$ cat src/rtl/sys_addr_map_unit.sv
// rtl/sys_addr_map_unit.sv - range-rule address decoder with shadow/active tables and staged commit.
// Optional miss log compiled in with `define SYS_ADDR_MAP_ERR_LOG_EN.
module sys_addr_map_unit #(
   parameter int  NUM_RULES   = 6,
   parameter int  NUM_PORTS   = 6,
   parameter int  ADDR_W      = 32,
   parameter int  DEFAULT_IDX = 0,
   localparam int IDX_W       = (NUM_PORTS > 1) ? $clog2(NUM_PORTS) : 1,
   localparam int RULE_W      = (NUM_RULES > 1) ? $clog2(NUM_RULES) : 1
) (
   input  logic              clk_i,
   input  logic              rst_i,
   input  logic              req_valid_i,
   output logic              req_ready_o,
   input  logic [ADDR_W-1:0] req_addr_i,
   output logic              rsp_valid_o,
   input  logic              rsp_ready_i,
   output logic [IDX_W-1:0]  rsp_idx_o,
   output logic              rsp_hit_o,
   output logic [ADDR_W-1:0] rsp_addr_o,
   input  logic              cfg_we_i,
   input  logic [RULE_W-1:0] cfg_rule_i,
   input  logic              cfg_en_i,
   input  logic [IDX_W-1:0]  cfg_idx_i,
   input  logic [ADDR_W-1:0] cfg_start_i,
   input  logic [ADDR_W-1:0] cfg_end_i,
   input  logic              commit_i,
   output logic              commit_done_o,
   output logic              err_valid_o,
   output logic [ADDR_W-1:0] err_addr_o,
   output logic [7:0]        err_cnt_o,
   input  logic              err_clr_i
);

   typedef enum logic [1:0] {RUN, DRAIN, COMMIT} state_t;
   state_t state_q, state_d;

   logic              sh_en    [NUM_RULES];
   logic [IDX_W-1:0]  sh_idx   [NUM_RULES];
   logic [ADDR_W-1:0] sh_start [NUM_RULES];
   logic [ADDR_W-1:0] sh_end   [NUM_RULES];
   logic              act_en    [NUM_RULES];
   logic [IDX_W-1:0]  act_idx   [NUM_RULES];
   logic [ADDR_W-1:0] act_start [NUM_RULES];
   logic [ADDR_W-1:0] act_end   [NUM_RULES];

   logic             hit_d;
   logic [IDX_W-1:0] idx_d;
   logic             accept;
   logic             cfg_ok;

   assign req_ready_o = (state_q == RUN) && (!rsp_valid_o || rsp_ready_i);
   assign accept      = req_valid_i && req_ready_o;
   assign cfg_ok      = cfg_we_i && (int'(cfg_rule_i) < NUM_RULES);

   // Scan high-to-low so the lowest-numbered matching rule is the one left standing.
   always_comb begin
      hit_d = 1'b0;
      idx_d = IDX_W'(DEFAULT_IDX);
      for (int r = NUM_RULES - 1; r >= 0; r--) begin
         if (act_en[r] && (req_addr_i >= act_start[r]) &&
             ((act_end[r] == '0) || (req_addr_i < act_end[r]))) begin
            hit_d = 1'b1;
            idx_d = act_idx[r];
         end
      end
   end

   always_comb begin
      state_d = state_q;
      case (state_q)
         RUN:     if (commit_i) state_d = DRAIN;
         DRAIN:   if (!rsp_valid_o || rsp_ready_i) state_d = COMMIT;
         COMMIT:  state_d = RUN;
         default: state_d = RUN;
      endcase
   end

   always_ff @(posedge clk_i or posedge rst_i) begin
      if (rst_i) begin
         state_q       <= RUN;
         commit_done_o <= 1'b0;
      end else begin
         state_q       <= state_d;
         commit_done_o <= (state_q == COMMIT);
      end
   end

   // Active copy reads shadow's pre-edge contents, so a same-cycle cfg write only reaches shadow.
   always_ff @(posedge clk_i or posedge rst_i) begin
      if (rst_i) begin
         for (int r = 0; r < NUM_RULES; r++) begin
            sh_en[r]     <= 1'b0;
            sh_idx[r]    <= '0;
            sh_start[r]  <= '0;
            sh_end[r]    <= '0;
            act_en[r]    <= 1'b0;
            act_idx[r]   <= '0;
            act_start[r] <= '0;
            act_end[r]   <= '0;
         end
      end else begin
         if (state_q == COMMIT) begin
            for (int r = 0; r < NUM_RULES; r++) begin
               act_en[r]    <= sh_en[r];
               act_idx[r]   <= sh_idx[r];
               act_start[r] <= sh_start[r];
               act_end[r]   <= sh_end[r];
            end
         end
         if (cfg_ok) begin
            sh_en[cfg_rule_i]    <= cfg_en_i;
            sh_idx[cfg_rule_i]   <= cfg_idx_i;
            sh_start[cfg_rule_i] <= cfg_start_i;
            sh_end[cfg_rule_i]   <= cfg_end_i;
         end
      end
   end

   always_ff @(posedge clk_i or posedge rst_i) begin
      if (rst_i) begin
         rsp_valid_o <= 1'b0;
         rsp_idx_o   <= '0;
         rsp_hit_o   <= 1'b0;
         rsp_addr_o  <= '0;
      end else if (accept) begin
         rsp_valid_o <= 1'b1;
         rsp_idx_o   <= idx_d;
         rsp_hit_o   <= hit_d;
         rsp_addr_o  <= req_addr_i;
      end else if (rsp_ready_i) begin
         rsp_valid_o <= 1'b0;
      end
   end

`ifdef SYS_ADDR_MAP_ERR_LOG_EN
   logic miss_acc;
   assign miss_acc = accept && !hit_d;

   // A miss arriving with a clear starts a fresh log rather than being lost.
   always_ff @(posedge clk_i or posedge rst_i) begin
      if (rst_i) begin
         err_valid_o <= 1'b0;
         err_addr_o  <= '0;
         err_cnt_o   <= '0;
      end else if (err_clr_i) begin
         err_valid_o <= miss_acc;
         err_cnt_o   <= miss_acc ? 8'd1 : 8'd0;
         if (miss_acc) err_addr_o <= req_addr_i;
      end else if (miss_acc) begin
         if (err_cnt_o != 8'hFF) err_cnt_o <= err_cnt_o + 8'd1;
         if (!err_valid_o) begin
            err_valid_o <= 1'b1;
            err_addr_o  <= req_addr_i;
         end
      end
   end
`else
   logic unused_err_clr;
   assign unused_err_clr = err_clr_i;
   assign err_valid_o    = 1'b0;
   assign err_addr_o     = '0;
   assign err_cnt_o      = '0;
`endif

endmodule

$ cat config.mk
export PLATFORM = sky130hd
export DESIGN_NAME = sys_addr_map_unit
export DESIGN_NICKNAME = d
export VERILOG_FILES = /design/src/rtl/sys_addr_map_unit.sv
export SDC_FILE = /design/constraint.sdc
export NUM_CORES = 2
export LEC_CHECK = 0
export BUFFER_PORTS_ARGS = -buffer_cell sky130_fd_sc_hd__buf_2
export CAP_MARGIN = 20
export CORE_MARGIN = 2
export CORE_UTILIZATION = 58
export CTS_BUF_LIST = sky130_fd_sc_hd__clkbuf_4
export DETAILED_ROUTE_END_ITERATION = 8
export GPL_ROUTABILITY_DRIVEN = 0
export GPL_TIMING_DRIVEN = 1
export PLACE_DENSITY_LB_ADDON = 0.15
export SLEW_MARGIN = 20
export SYNTH_ARGS = -nofsm -noshare
export SYNTH_HDL_FRONTEND = slang
export SYNTH_SLANG_ARGS = --single-unit
$ cat constraint.sdc
create_clock -name clk_i -period 27.6 [get_ports clk_i]
set_input_delay 4.14 -clock clk_i [delete_from_list [all_inputs] [get_ports clk_i]]
set_output_delay 4.14 -clock clk_i [all_outputs]
set_load 0.01 [all_outputs]
; After elaboration in Yosys (flattened, before gate mapping)
; Index checks and enable logic that the tools add are counted.
[word_totals]
out_inout_bits = 80
elab_cells = 134
reg_bits = 856
[classes]
n_reduce_logical = 33
order_cmp = 15
bitwise_logic = 1
mux = 27
n_eq_ne = 4
[ops]
columns = operator, n
row1 = $bwmux W192, 2
row2 = $ge A32 B32 Y1, 6
row3 = $logic_not A32 Y1, 6
row4 = $lt A32 B32 Y1, 6
row5 = $demux W32 S3, 1
row6 = $mux W32, 1
row7 = $mux W3, 7
row8 = $bwmux W18, 1
row9 = $logic_and A1 B1 Y1, 16
row10 = $demux W3 S3, 1
row11 = $mux W1, 9
row12 = $logic_or A1 B1 Y1, 7
row13 = $bwmux W6, 1
row14 = $ge A4 B4 Y1 const B, 1
row15 = $lt A4 B1 Y1 const B, 1
row16 = $mux W2, 2
row17 = $ne A2 B2 Y1 const B, 2
row18 = $not A3 Y4, 1
row19 = $pmux W2 S2, 1
row20 = $demux W1 S3, 1
row21 = $lt A3 B3 Y1 const B, 1
row22 = $eq A2 B1 Y1 const B, 1
row23 = $eq A2 B2 Y1 const B, 1
row24 = $logic_not A2 Y1, 1
row25 = other kinds (3), 3

; Longest topological paths before layout
[depth]
depth_word = 9
depth_mapped = 11
ltp_nobuf = 11

; Least setup slack after synthesis
; No wires, ideal clock.
[synth_timing]
kind = input to output
from = input rsp_ready_i
to = output req_ready_o
t_arrival_ns = 4.484
setup_slack_ns = 18.976
n_path_buf = 0
cell_stages = 2
cell_sequence = nor2b_1 -> nor3_1
[synth_via]
elab_chain_cells = 2
[synth_lines]
columns = item, line_no
row1 = from (decl), 17  ; input logic rsp_ready_i,
row2 = $logic_or A1 B1 Y1, 52  ; assign req_ready_o = (state_q == RUN) && (!rsp_valid_o || rsp_ready_i);
row3 = $logic_and A1 B1 Y1, 52
row4 = to (decl), 14  ; output logic req_ready_o,
; No other way between the ends.

; Final worst setup path
; Ends and elaborated chain as after synthesis.

==> results.json <==
{
  "status": "finished clean",
  "crit_path_start_kind": "input pin",
  "yosys.cell_types.count": 62,
  "synth_most_common_cell": "dfrtp_1",
  "worstPathArrival_ns": 4.69,
  "syn_area_mm2": 0.0410,
  "cp_max_fo": 4,
  "ant_nets": 0,
  "vdd_drop_max_uv": 76.0,
  "core_region_area_mm2": 0.0700,
  "grt_use_total_pct": 28.3,
  "hpwl_um": 66000,
  "grt_pass1_wl_um": 160000,
  "min_period_ns": 8.83,
  "power.density_mw_per_mm2": 97.0,
  "ys_seq_area_share_pct": 52.2,
  "dieArea_mm2": 0.0729,
  "final_util_pct": 64.9,
  "async_reset_ff_share_pct": 100,
  "setup_tns_ns": 0,
  "synth_top_cells_by_area": "dfrtp_1, mux2_2, ha_1",
  "setup_viol": 0,
  "hold_buffers": 0,
  "dr.pass1.iters": 5,
  "grt_max_degree": 152,
  "antenna_found_initial": 3,
  "viasPerCell": 5.62,
  "clock_path_buffers": 3,
  "fin_skew_ns": 0.0625,
  "drive_gt1_share_pct": 23.8,
  "end_kind": "primary output",
  "tightest_slew_ns": 1.04,
  "die_h_um": 270,
  "hold_violations": 0,
  "vias": 28400,
  "io_buffers": 147,
  "syn_avg_cell_area_um2": 11.1,
  "slew_headroom_pct": 30.4,
  "ios": 190,
  "root_buffer": "clkbuf_4",
  "rows": 97,
  "area_growth_pct": 10.7,
  "fin_crit_sh_pct": 32.0,
  "ys_warn_count": 0,
  "cts_resized": 0,
  "drtIter0Drc": 1794,
  "cts.sinks": 856,
  "syn-instance-count": 3684,
  "drt-total-wl_um": 101000,
  "yosysTopAreaCell": "dfrtp_1",
  "drc_errors": 0,
  "fmax_mhz": 113,
  "grt_pass1_vias": 29000,
  "ys_top_cells_by_count": "dfrtp_1, nand2_1, mux2_2",
  "hold_path_class": "reg -> reg",
  "synth_top_area_share_pct": 52.2,
  "clock_latency_ns": 1.07,
  "post_cts_buffers": 0,
  "cts-buffers-inserted": 221,
  "drv_slew": 0,
  "finalNetCount": 4438,
  "p_leak_nw": 21.2,
  "start_util_pct": 58.6,
  "synth-edff-count": 0,
  "post_drt_wl_per_cell_um": 20.0,
  "overflow": 0,
  "cts_tree": "done",
  "rsz0062_at_grt": "false",
  "drv_cap": 0,
  "worstSetupPathType": "in -> out",
  "worstPathRequired_ns": 23.46,
  "clk_pin_slew_ns": 0.07,
  "die_w_um": 270,
  "htreeDepth": 4,
  "synth_flop_cell": "dfrtp_1",
  "synth_seq_cells": 856
}
==> cell families (layout without fill, tap and decap cells) <==
family                   after synthesis  count (layout)  share of synthesized area (%)
other                                  1              43                        0.00914
flip-flops                           856             856                           52.2
adder cells (fa/ha/maj)              378             378                           11.5
multiplexers                         477             477                           13.1
AND/OR/NAND/NOR                      701             701                           7.76
buffers and inverters                560             949                           5.52
AO/OA/AOI/OAI                        711             711                           9.90
==> registers in the layout, indices dropped and copies added (netlist names), 6 cells and up <==
name,flops
sh_en,6
rsp_addr_o,32
act_end,192
sh_end,192
sh_start,192
sh_idx,18
act_idx,18
act_en,6
act_start,192
==> routing by layer <==
layer / track usage (%) / vias to the layer above / part of all wire [%]
met2: 46.3 / 637 / 48
li1: - / 13400 / -
met1: 38.3 / 14200 / 45
met3: 5.25 / 180 / 4.6
met4: 9.59 / 4 / 2.5
met5: 0 / - / 0.016
==> path summary, 6_finish.rpt <==
path                               from            end  slack, ns  cells after the start
hold / removal             sh_start[22]  act_start[22]       0.44                      2
max in group asynchronous         rst_i  act_start[69]      21.07                      6
hold reg to reg            sh_start[22]  act_start[22]       0.44                      2
setup reg to reg             state_q[0]      act_en[0]      23.53                      5
min in group asynchronous         rst_i    act_end[82]       3.16                      2
setup / recovery            rsp_ready_i    req_ready_o      18.77                      4
==> metrics by stage <==
stage / cells / area [um^2] / total power [W] / worst slack (ns) / hold slack [ns]
5_1_grt: 5054 / 45400 / 0.00477 / 18.62 / 0.476
3_5_place_dp: 4667 / 42600 / 0.00332 / 18.75 / 0.461
4_1_cts: 5053 / 45400 / 0.00444 / 18.76 / 0.446
2_1_floorplan: 3724 / 41200 / 0.00292 / 11.70 / 0.442
3_3_place_gp: 4667 / 42600 / 0.00325 / 18.79 / 0.451
6_report: 5055 / 45400 / 0.00441 / 18.77 / 0.436
==> where the power goes <==
part | total, W | switching, W | internal (W)
Clock | 0.00111 | 0.000520 | 0.000588
Combinational | 0.00142 | 0.000835 | 0.000589
Sequential | 0.00188 | 0.000193 | 0.00168
==> worst max-delay path: stages <==
cell     delay [ns]
buf_2          0.09
nor2b_1        0.22
nor3_1         0.09
buf_2          0.15
==> cell type report <==
cell class / instances / area, um^2
diodes: 2 / 5.00
clock buffers: 336 / 2520
clock inverters: 50 / 332
fillers: 5751 / 24600
inverters: 384 / 1450
multi-input cells: 2308 / 17500
flip-flops and latches: 856 / 21400
well taps: 940 / 1180
repair buffers: 179 / 996
==> layout by cell type (no fill, tap or decap), drive strengths merged, types with 4 or more instances in the layout <==
cell type,netlist,final
clkinvlp,0,5
inv,384,384
a221oi,10,10
bufinv,0,4
a21oi,116,116
nor3b,5,5
mux2,476,476
o2111ai,7,7
dfrtp,856,856
or2,5,5
nand3,22,22
buf,69,179
nor3,17,17
nor2,46,46
nor2b,9,9
a41oi,6,6
o211ai,6,6
a221o,5,5
nand2b,18,18
conb,1,41
a2111oi,12,12
o22ai,8,8
or3,4,4
and4,5,5
a211oi,16,16
clkinv,0,41
o21ai,434,434
a21o,47,47
a31oi,8,8
nand4,66,66
clkbuf,107,336
o21a,14,14
nor4,53,53
nand2,436,436
ha,378,378
Power figures use the tool's default switching activity.
